$ cat config.mk
export PLATFORM = sky130hd
export DESIGN_NAME = id2ex_pipe_reg
export DESIGN_NICKNAME = d
export VERILOG_FILES = /design/src/rtl/id2ex_pkg.sv /design/src/rtl/id2ex_pipe_reg_skid_buf.sv /design/src/rtl/id2ex_pipe_reg.sv
export SDC_FILE = /design/constraint.sdc
export NUM_CORES = 1
export LEC_CHECK = 0
export CAP_MARGIN = 10
export CORE_ASPECT_RATIO = 1.5
export CORE_UTILIZATION = 40
export DETAILED_ROUTE_END_ITERATION = 8
export PLACE_DENSITY = 0.83
export SLEW_MARGIN = 10
export SYNTH_ARGS = -nofsm -noshare
export SYNTH_HDL_FRONTEND = slang
export SYNTH_SLANG_ARGS = --single-unit
$ cat constraint.sdc
create_clock -name clk -period 1.9 [get_ports clk]
set_input_delay 0.19 -clock clk [delete_from_list [all_inputs] [get_ports clk]]
set_output_delay 0.19 -clock clk [all_outputs]
set_load 0.02 [all_outputs]
$ cat src/rtl/id2ex_pkg.sv
// Shared types and default widths for the ID->EX pipeline register.
// Build option: define ID2EX_SKID_EN to add the skid slot (see pipe_skid_buf).
package id2ex_pkg;

    localparam int DEF_DATA_W     = 32;
    localparam int DEF_REG_ADDR_W = 5;
    localparam int DEF_OP_W       = 6;
    localparam int DEF_CNT_W      = 16;

    // Decode payload at the default widths.
    typedef struct packed {
        logic [DEF_OP_W-1:0]       opcode;
        logic [DEF_DATA_W-1:0]     rs_data;
        logic [DEF_DATA_W-1:0]     rt_data;
        logic [DEF_REG_ADDR_W-1:0] rd;
        logic [DEF_DATA_W-1:0]     imm;
    } id2ex_payload_t;

    // EMPTY: no beat; FULL: main holds a beat; SKID: main and skid both hold beats.
    typedef enum logic [1:0] {
        EMPTY = 2'd0,
        FULL  = 2'd1,
        SKID  = 2'd2
    } pipe_state_e;

    // Width of the flattened payload vector for arbitrary field widths.
    function automatic int payload_width(input int op_w, input int data_w, input int ra_w);
        return op_w + 3 * data_w + ra_w;
    endfunction

endpackage

$ cat src/rtl/id2ex_pipe_reg_skid_buf.sv
// pipe_skid_buf: generic valid/ready pipeline slot with optional skid entry.
// Build option: ID2EX_SKID_EN adds the skid register and SKID state, making
// in_ready_o a pure register output. Without it in_ready_o depends
// combinationally on out_ready_i.
// Handshake: a beat moves when valid & ready are both high at a rising edge;
// a presented beat is never retracted and held data never changes while stalled.
module pipe_skid_buf
    import id2ex_pkg::*;
#(
    parameter int W = 8
) (
    input  logic         clk_i,
    input  logic         rst_ni,
    input  logic         flush_i,
    input  logic         in_valid_i,
    output logic         in_ready_o,
    input  logic [W-1:0] in_data_i,
    input  logic         out_ready_i,
    output logic [W-1:0] out_data_o,
    output logic [1:0]   state_o
);

    pipe_state_e  state_q, state_d;
    logic [W-1:0] main_q, main_d;
    logic         out_valid;
    logic         accept;
`ifdef ID2EX_SKID_EN
    logic [W-1:0] skid_q, skid_d;
`endif

    assign out_valid  = (state_q != EMPTY);
`ifdef ID2EX_SKID_EN
    assign in_ready_o = (state_q != SKID);
`else
    assign in_ready_o = !out_valid | out_ready_i;
`endif
    assign accept     = in_valid_i & in_ready_o;
    assign out_data_o = main_q;
    assign state_o    = state_q;

    // Next-state and payload steering; flush overrides everything and drops the input beat.
    always_comb begin
        state_d = state_q;
        main_d  = main_q;
`ifdef ID2EX_SKID_EN
        skid_d  = skid_q;
`endif
        case (state_q)
            EMPTY: begin
                if (accept) begin
                    state_d = FULL;
                    main_d  = in_data_i;
                end
            end
            FULL: begin
                if (accept && out_ready_i) begin
                    main_d = in_data_i;
                end else if (accept) begin
`ifdef ID2EX_SKID_EN
                    state_d = SKID;
                    skid_d  = in_data_i;
`endif
                end else if (out_ready_i) begin
                    state_d = EMPTY;
                end
            end
`ifdef ID2EX_SKID_EN
            SKID: begin
                if (out_ready_i) begin
                    state_d = FULL;
                    main_d  = skid_q;
                end
            end
`endif
            default: state_d = EMPTY;
        endcase
        if (flush_i) begin
            state_d = EMPTY;
            main_d  = main_q;
`ifdef ID2EX_SKID_EN
            skid_d  = skid_q;
`endif
        end
    end

    // State and payload registers with synchronous active-low reset.
    always_ff @(posedge clk_i) begin
        if (!rst_ni) begin
            state_q <= EMPTY;
            main_q  <= '0;
`ifdef ID2EX_SKID_EN
            skid_q  <= '0;
`endif
        end else begin
            state_q <= state_d;
            main_q  <= main_d;
`ifdef ID2EX_SKID_EN
            skid_q  <= skid_d;
`endif
        end
    end

endmodule

$ cat src/rtl/id2ex_pipe_reg.sv
// id2ex_pipe_reg: ID->EX pipeline register with valid/ready flow control,
// flush-to-bubble and a saturating stall counter.
// Build option: ID2EX_SKID_EN enables the skid slot inside pipe_skid_buf.
// stall_cnt counts cycles with out_valid=1 and out_ready=0; only reset clears it.
module id2ex_pipe_reg
    import id2ex_pkg::*;
#(
    parameter int DATA_W     = DEF_DATA_W,
    parameter int REG_ADDR_W = DEF_REG_ADDR_W,
    parameter int OP_W       = DEF_OP_W,
    parameter int CNT_W      = DEF_CNT_W
) (
    input  logic                  clk,
    input  logic                  reset,
    input  logic                  flush,
    input  logic                  in_valid,
    output logic                  in_ready,
    input  logic [OP_W-1:0]       opcode_in,
    input  logic [DATA_W-1:0]     rs_data_in,
    input  logic [DATA_W-1:0]     rt_data_in,
    input  logic [REG_ADDR_W-1:0] rd_in,
    input  logic [DATA_W-1:0]     imm_in,
    output logic                  out_valid,
    input  logic                  out_ready,
    output logic [OP_W-1:0]       opcode_out,
    output logic [DATA_W-1:0]     rs_data_out,
    output logic [DATA_W-1:0]     rt_data_out,
    output logic [REG_ADDR_W-1:0] rd_out,
    output logic [DATA_W-1:0]     imm_out,
    output logic [CNT_W-1:0]      stall_cnt
);

    localparam int PW = payload_width(OP_W, DATA_W, REG_ADDR_W);

    logic [PW-1:0]    pl_in, pl_out;
    logic [1:0]       buf_state;
    logic             stall;
    logic [CNT_W-1:0] stall_cnt_q, stall_cnt_d;

    assign pl_in = {opcode_in, rs_data_in, rt_data_in, rd_in, imm_in};

    pipe_skid_buf #(.W(PW)) u_buf (
        .clk_i      (clk),
        .rst_ni     (reset),
        .flush_i    (flush),
        .in_valid_i (in_valid),
        .in_ready_o (in_ready),
        .in_data_i  (pl_in),
        .out_ready_i(out_ready),
        .out_data_o (pl_out),
        .state_o    (buf_state)
    );

    assign {opcode_out, rs_data_out, rt_data_out, rd_out, imm_out} = pl_out;
    assign out_valid = (buf_state != EMPTY);
    assign stall     = out_valid & !out_ready;
    assign stall_cnt = stall_cnt_q;

    // Saturating increment on every stalled cycle.
    always_comb begin
        stall_cnt_d = stall_cnt_q;
        if (stall && (stall_cnt_q != {CNT_W{1'b1}})) begin
            stall_cnt_d = stall_cnt_q + CNT_W'(1);
        end
    end

    // Stall counter register; flush leaves it alone.
    always_ff @(posedge clk) begin
        if (!reset) begin
            stall_cnt_q <= '0;
        end else begin
            stall_cnt_q <= stall_cnt_d;
        end
    end

endmodule

==> out/metrics.yaml <==
synthTopCellsByArea: "dfxtp_1 54%, nand2_1 18%, a21oi_1 12%"
htreeDepth: 4
p_sw_uw: 1646
r2r_start: "stall_cnt[0]"
period_share_pct: 93.82
totalWireLength_um: 14760
boundaryPins: 237
timing.final.crit_period_ns: 1.783
r2r_cells: 6
rows: 47
postCtsSetupRepairBufs: 0
antenna_found_initial: 0
cp.arrival_ns: 2.07
layout-drive-gt1-share_pct: 7.768
p_sw_share_pct: 22.74
synth-seq-cells: 124
vdd_ir_drop_max_mv: 0.6684
ant_nets: 0
grt_max_degree: 58
finalSetupTns_ns: 0
syn_avg_cell_area_sq_um: 8.132
cts-root-buf: "clkbuf_16"
wl_met2_um: 7972
synth_top_area_share_pct: 53.84
clk_pin_slew_ns: 0.06
synth_cell_type_count: 44
grt_pass1_vias: 4645
vias_per_cell: 5.038
hold_path_depth: 3
holdBufCountCts: 0
vias: 4826
holdPathEnd: "u_buf.out_data_o[38]"
max_cap_violations: 0
m1WireLength_um: 5257
routed-wl-met3_um: 797
grt_pass1_wl_um: 22290
synth_ff_type: "dfxtp_1"
setup_viol: 0
yosys_warnings: 0
syn_inst: 567
core-area_sq_um: 11110
power_uw: 7236
layout_commonest_cell: "clkdlybuf4s50_1"
track_usage_pct: 24.67
start_util_pct: 41.48
synth_edf_count: 0
clock_sinks: 124
overflow: 0
synthArstFlopShare_pct: 0
critical_path_required_ns: 2.19
hold_violations: 0
io_buffers: 236
clk_latency_ns: 0.40
dp_hpwl_um: 10230
yosysSeqAreaShare_pct: 53.84
synthesis.nets: 680
yosys.area.top_type: "dfxtp_1"
ff2ff_setup_slack_ns: 0.12
power_frac_seq_pct: 38.2
worst_slew_pin_slew_ns: 0.4688
nets: 911
rsz0062_at_grt: "no"
synth_area_sq_um: 4611
dieArea_sq_um: 11970
drt_first_pass_iters: 5
critPathKind: "reg2reg"
fmax_ghz: 0.5610
die_w_um: 89.66
routabilityCongestion: 0.9528
drc_errors: 0
wl_per_cell_um: 15.41
die_height_um: 133.5
skew_ns: 0.008969
mostFrequentLayoutCells: "235 x clkdlybuf4s50_1, 223 x nand2_1, 124 x dfxtp_1"
cts_made_buffers: 17
critPathMaxFanout: 5
worst_setup_path_start_kind: "flop"
intPower_uw: 5590
cts_tree: "yes"
maxSlewViolCount: 0
p_leak_uw: 0.002900
min-delay-start: "rt_data_in[1]"
clockPowerShare_pct: 49.6
r2r-end: "stall_cnt[14]"
top_layer: "met4"
clockBufferDepth: 2
final_util_pct: 70.36
pwr-share-comb_pct: 12.2
initialDrtViolationCount: 159
critPathCaptureType: "flop"
slew_headroom_pct: 68.51
status: "complete, no violations"
diodes: 0
power_density_nw_per_um2: 925.3
hp-class: "in2reg"
syn2layout_area_growth_pct: 69.61
[repair_timing]
action | CTS | global route
endpoints found under the hold margin | 0 | 0
resized for setup | 1 | 2
gates cloned | 0 | 0
endpoints found under the setup margin | 1 | 2
[synthesized netlist by cell type (4+ instances only)]
master / instances
dfxtp_1: 124
a21oi_1: 114
or4_1: 4
clkbuf_1: 18
o31ai_1: 4
nand2_1: 223
nor2_1: 6
buf_4: 5
buf_2: 13
inv_1: 5
o21ai_0: 5
nor3_1: 5
[critical path, stage by stage, from the launching register on]
cell      delay (ns)
dfxtp_1         0.40
ha_2            0.27
nand3b_1        0.18
nor4_2          0.38
buf_4           0.18
nand4_1         0.11
mux2i_1         0.15
[stage by stage]
stage          cells  cell area, sq um  worst slack [ns]  hold slack (ns)
2_1_floorplan    567              4611            0.2521           0.2693
3_3_place_gp     926              7148           0.05852           0.4412
3_5_place_dp     926              7148           0.01702           0.4464
4_1_cts          958              7811           0.07820           0.3144
5_1_grt          958              7820           0.02726           0.3134
6_report         958              7820            0.1174           0.3308
[cells by family (layout without fill, tap and decap cells)]
group | after synthesis | count (layout) | synth area share, %
compound gates | 130 | 130 | 14.84
simple gates | 267 | 267 | 25.97
buf+inv | 43 | 287 | 4.640
mux | 2 | 2 | 0.4342
fa+ha+maj | 1 | 1 | 0.2713
flops | 124 | 124 | 53.84
[metal layers]
metal  vias up  track usage (%)
met4         0            15.87
li1       2353                -
met2       210            44.02
met3        52            6.444
met1      2211            24.20
met5         -                0
[worst max-delay path by stage]
stage / from / endpoint / slack, ns / cells past startpoint
after floorplan: stall_cnt[0] / stall_cnt[14] / 0.25 / 5
after global placement: out_ready / stall_cnt[15] / 0.06 / 5
after detailed placement: out_ready / u_buf.out_data_o[0] / 0.02 / 7
after CTS: stall_cnt[1] / stall_cnt[14] / 0.08 / 6
after global routing: stall_cnt[0] / stall_cnt[14] / 0.03 / 6
final: stall_cnt[0] / stall_cnt[14] / 0.12 / 6
[power groups by stage]
stage	Clock (uW)	Sequential (uW)	Combinational, uW
floorplan	0	2950	232
finish	3590	2760	886
global placement	0	2810	864
global route	3780	2770	947
CTS	3660	2760	890
detailed placement	0	2820	882
[area by class of cell]
class | count | area (sq um)
clock buffers | 19 | 452.9
repair buffers | 250 | 2541
inverters | 5 | 20.02
clock inverters | 13 | 211.5
flip-flops and latches | 124 | 2482
fillers | 829 | 3294
multi-input cells | 400 | 1928
well taps | 147 | 183.9
[flip-flops by register name, indices dropped and copies added, names as in the netlist]
register / cells
u_buf.out_data_o: 107
stall_cnt: 16
u_buf.state_o: 1
No activity file was read; power rests on OpenSTA's default activity.
==> variant 1, RTL diff (config.mk and constraints unchanged) <==
`DEF_DATA_W`: 32 -> 16.
--- a/src/rtl/id2ex_pkg.sv
+++ b/src/rtl/id2ex_pkg.sv
@@ -4,3 +4,3 @@
 
-    localparam int DEF_DATA_W     = 32;
+    localparam int DEF_DATA_W     = 16;
     localparam int DEF_REG_ADDR_W = 5;
Ports: changed (6 resized); port bits go from 237 to 141. The function was not compared with the original's and may differ.
==> variant 1 against the unedited design <==
The flow now finishes with violations (DRC). Count of clock-buffer cells in the layout down 4. Worst setup slack better by 3.9 ps. Non-clock buffer count decreased by 93. Area after synthesis decreased by 38%. Wire length shrank 46%. Sequential share of layout area up 1.0 points. Critical path depth down 2. Total power fell by 53%. Design area down 40%. Sequential cell count down 48. Critical endpoint is now stall_cnt[13]. Largest cell class unchanged.
==> variant 1: results (changes against the unedited design) <==
status: complete, but fails checks
failing checks: DRC
Inserted Clock Buffers: 9 (-8)
vias post-DR: 2964 (-39%)
worst hold path endpoint: u_buf.out_data_o[38]
Cells after Synth: 359 (-37%)
Slowest cell on crit path: or4_4
synth cell count leaders: nand2_1, dfxtp_1, a21oi_1, clkbuf_1
DR pass1 iterations: 6 (+1)
post-route insts no fill: 586 (-39%)
first-pass GRT wire length: 12.8 mm (-42%)
NumNets Final: 569 (-38%)
post-CTS sizing: 0 (-1)
Slew @ Worst Pin: 479 ps (+10.3 ps)
FF-to-FF path depth: 4 (-2)
Synth Net Count: 424 (-38%)
share of cells above drive strength 1: 0.0787 (+0.00106)
H-tree depth: 3 (-1)
final WL: 7.94 mm (-46%)
Area after DPL: 4450 µm² (-38%)
Comb group: 0.000502 W (-43%)
hold slack: 384 ps (+53.4 ps)
residual DRC count: 18 (+18)
P_leak: 1.64 nW (-43%)
worst setup path endpoint: stall_cnt[13]
largest net degree at the start of global routing: 60 (+3.4%)
Setup WS post-layout: 121 ps (+3.93 ps)
top post-synthesis cells by area: dfxtp_1, nand2_1, a21oi_1, clkbuf_1, o31ai_1
Final HPWL DP: 5.72 mm (-44%)
Sw Ratio: 0.238 (+0.0103)
sequential share of the synthesized area: 0.534 (-0.00483)
Yosys cell types: 33 (-25%)
IO buf count: 140 (-41%)
Setup WS pre-CTS: -130 ps (-147 ps)
Overall Global Routing Usage: 0.219 (-0.0275)
Clock Latency Late Sink: 350 ps (-50 ps)
vias in the first global route: 2844 (-39%)
hold path startpoint: rs_data_in[1]
Crit path largest cell delay: 580 ps (+180 ps)
PD cells: 725 nW/µm² (-22%)
variant 1: cell types whose count changed after synthesis, sizes merged, moves of 3 or more:
cell,change
buf,-18
a21oi,-47
dfxtp,-48
nand2,-96
clkbuf,+3
variant 1: cell families after synthesis:
kind of cell	Yosys count	synth area share
compound gates	83	0.156
flops	76	0.534
fa+ha+maj	1	0.00439
simple gates	167	0.255
xor+xnor	1	0.00307
buf+inv	28	0.0373
mux	3	0.0105
variant 1: per-layer routing:
metal / track usage / up-vias / wire length, µm
li1: - / 1493 / -
met1: 0.229 / 1357 / 3000
met2: 0.388 / 88 / 4240
met3: 0.0468 / 26 / 357
met4: 0.144 / 0 / 345
met5: 0 / - / 0
variant 1: cell type report:
| cell class | instances | area (µm²) |
|---|---|---|
| clock buffer | 15 | 198 |
| fill | 579 | 2230 |
| inverter | 5 | 18.8 |
| multi-input combinational | 255 | 1240 |
| sequential | 76 | 1530 |
| tap | 78 | 97.6 |
| timing repair buffer | 157 | 1580 |
==> variant 2, RTL diff (same flow settings) <==
Without the edit above. Put one more register stage on the output `stall_cnt`, with the module's reset. The value now appears one clock later. The other outputs are not delayed to match. Comments in the files are not updated.
--- a/src/rtl/id2ex_pipe_reg.sv
+++ b/src/rtl/id2ex_pipe_reg.sv
@@ -56,3 +56,9 @@
     assign stall     = out_valid & !out_ready;
-    assign stall_cnt = stall_cnt_q;
+    always_ff @(posedge clk) begin
+        if (!reset) begin
+            stall_cnt <= '0;
+        end else begin
+            stall_cnt <= stall_cnt_q;
+        end
+    end
 
Function: changed (Yosys sat finds a counterexample within 4 cycles, from zero or initial values and one cycle with reset low).
==> variant 2 against the unedited design <==
Wire length is 1.8% lower. First-iteration DRC count is 3.8% higher. Sequential cell count is 16 higher. Sequential share of layout area is 1.9 points higher. Combinational power is 3.8% higher. Utilization is 1.4 points lower. Global-route usage is 2.5 points lower. Design area is 6.6% higher. Area after synthesis is 8.5% higher. Total power is 5.4% higher. Clock skew is 2.0 ps lower. Worst setup slack worse by 14 ps. Critical path type unchanged. Critical endpoint is now stall_cnt_q[6]. Largest power group unchanged.
==> variant 2: results (changes against the unedited design) <==
Yosys cell types: 40 (-9.1%)
Overall Global Routing Usage: 0.222 (-0.0249)
multi-input combinational cell area: 1960 µm² (+1.6%)
Crit Path Max Fanout: 7 (+2)
largest net degree at the start of global routing: 43 (-26%)
Synth Net Count: 717 (+5.4%)
fill cell count: 964 (+16%)
vias in the first global route: 4615 (-0.65%)
R2R Path End: stall_cnt_q[6]
synth cell count leaders: nand2_1, dfxtp_1, a21oi_1, buf_2, nor2_1
P_leak: 3.11 nW (+7.3%)
metal3 WL: 857 µm (+7.5%)
tapcell count: 153 (+4.1%)
Slew HR: 0.716 (+0.0305)
clkbuf count: 18 (-1)
vias post-DR: 4857 (+0.64%)
H-tree depth: 4 (unchanged)
top_reg_cell synth: dfxtp_1
VDD IR max: 724 µV (+8.2%)
status: finished, final reports clean
placed cell count: 975 (+5.3%)
Sw Ratio: 0.229 (+0.00131)
Via density: 4.82 (-4.3%)
NumNets Final: 954 (+4.7%)
Slowest cell on crit path: mux2_2
DR pass1 iterations: 4 (-1)
top post-synthesis cells by area: dfxtp_1, nand2_1, a21oi_1, buf_2, and2_1
CP Launch Point: stall_cnt_q[0]
arrival time worst endpoint: 2100 ps (+30 ps)
met1 usage: 0.227 (-0.0151)
Inserted Clock Buffers: 17 (unchanged)
Cells after Synth: 604 (+6.5%)
met2 usage: 0.404 (-0.0358)
Layout area overhead: 66.5%
clk sinks: 140 (+13%)
Setup WS pre-CTS: 52.5 ps (+35.5 ps)
GR Layer Usage met3: 0.0565 (-0.00797)
first-pass GRT wire length: 22.4 mm (+0.47%)
share of cells above drive strength 1: 0.0820 (+0.00429)
Final period util: 0.946 (+0.00753)
Multi-input comb cells: 412 (+3.0%)
Crit path largest cell delay: 370 ps (-30 ps)
final setup skew: 6.97 ps (-2.00 ps)
final WL: 14.5 mm (-1.8%)
worst hold path endpoint: u_buf.out_data_o[19]
wire length on met1: 5.55 mm (+5.6%)
Final HPWL DP: 10.3 mm (+0.88%)
clk cell area share: 0.0775 (-0.00748)
sequential share of cell area: 0.336 (+0.0189)
nonclk inv count: 9 (+4)
hold slack: 323 ps (-8.27 ps)
FF-to-FF path depth: 5 (-1)
WL met2: 7.53 mm (-5.6%)
## variant 2: cell types whose count changed after synthesis, moves of 4 or more
cell | unedited run | this run
clkbuf_1 | 18 | 14
nor2_1 | 6 | 15
o21ai_0 | 5 | 1
mux2_2 | 0 | 6
buf_2 | 13 | 24
dfxtp_1 | 124 | 140
and2_1 | 0 | 11
## variant 2: worst min-delay path: cells and delay by family
family          cells  cell delay (ps)
simple gates        1               50
compound gates      1               50
buf+inv             1              390
## variant 2: power by group through the flow
stage	clock (W)	combinational (W)	sequential (W)
6_report	0.00361	0.000920	0.00310
5_1_grt	0.00380	0.000982	0.00311
4_1_cts	0.00369	0.000928	0.00310
3_5_place_dp	0	0.000922	0.00316
3_3_place_gp	0	0.000916	0.00315
2_1_floorplan	0	0.000234	0.00329
## variant 2: cell families after synthesis
group,count (synthesis),share of synthesized area
and+or+nand+nor,276,0.232
muxes,10,0.0220
buffers and inverters,52,0.0495
AOI/OAI and AO/OA,125,0.134
DFF,140,0.560
adders and majority gates,1,0.00250
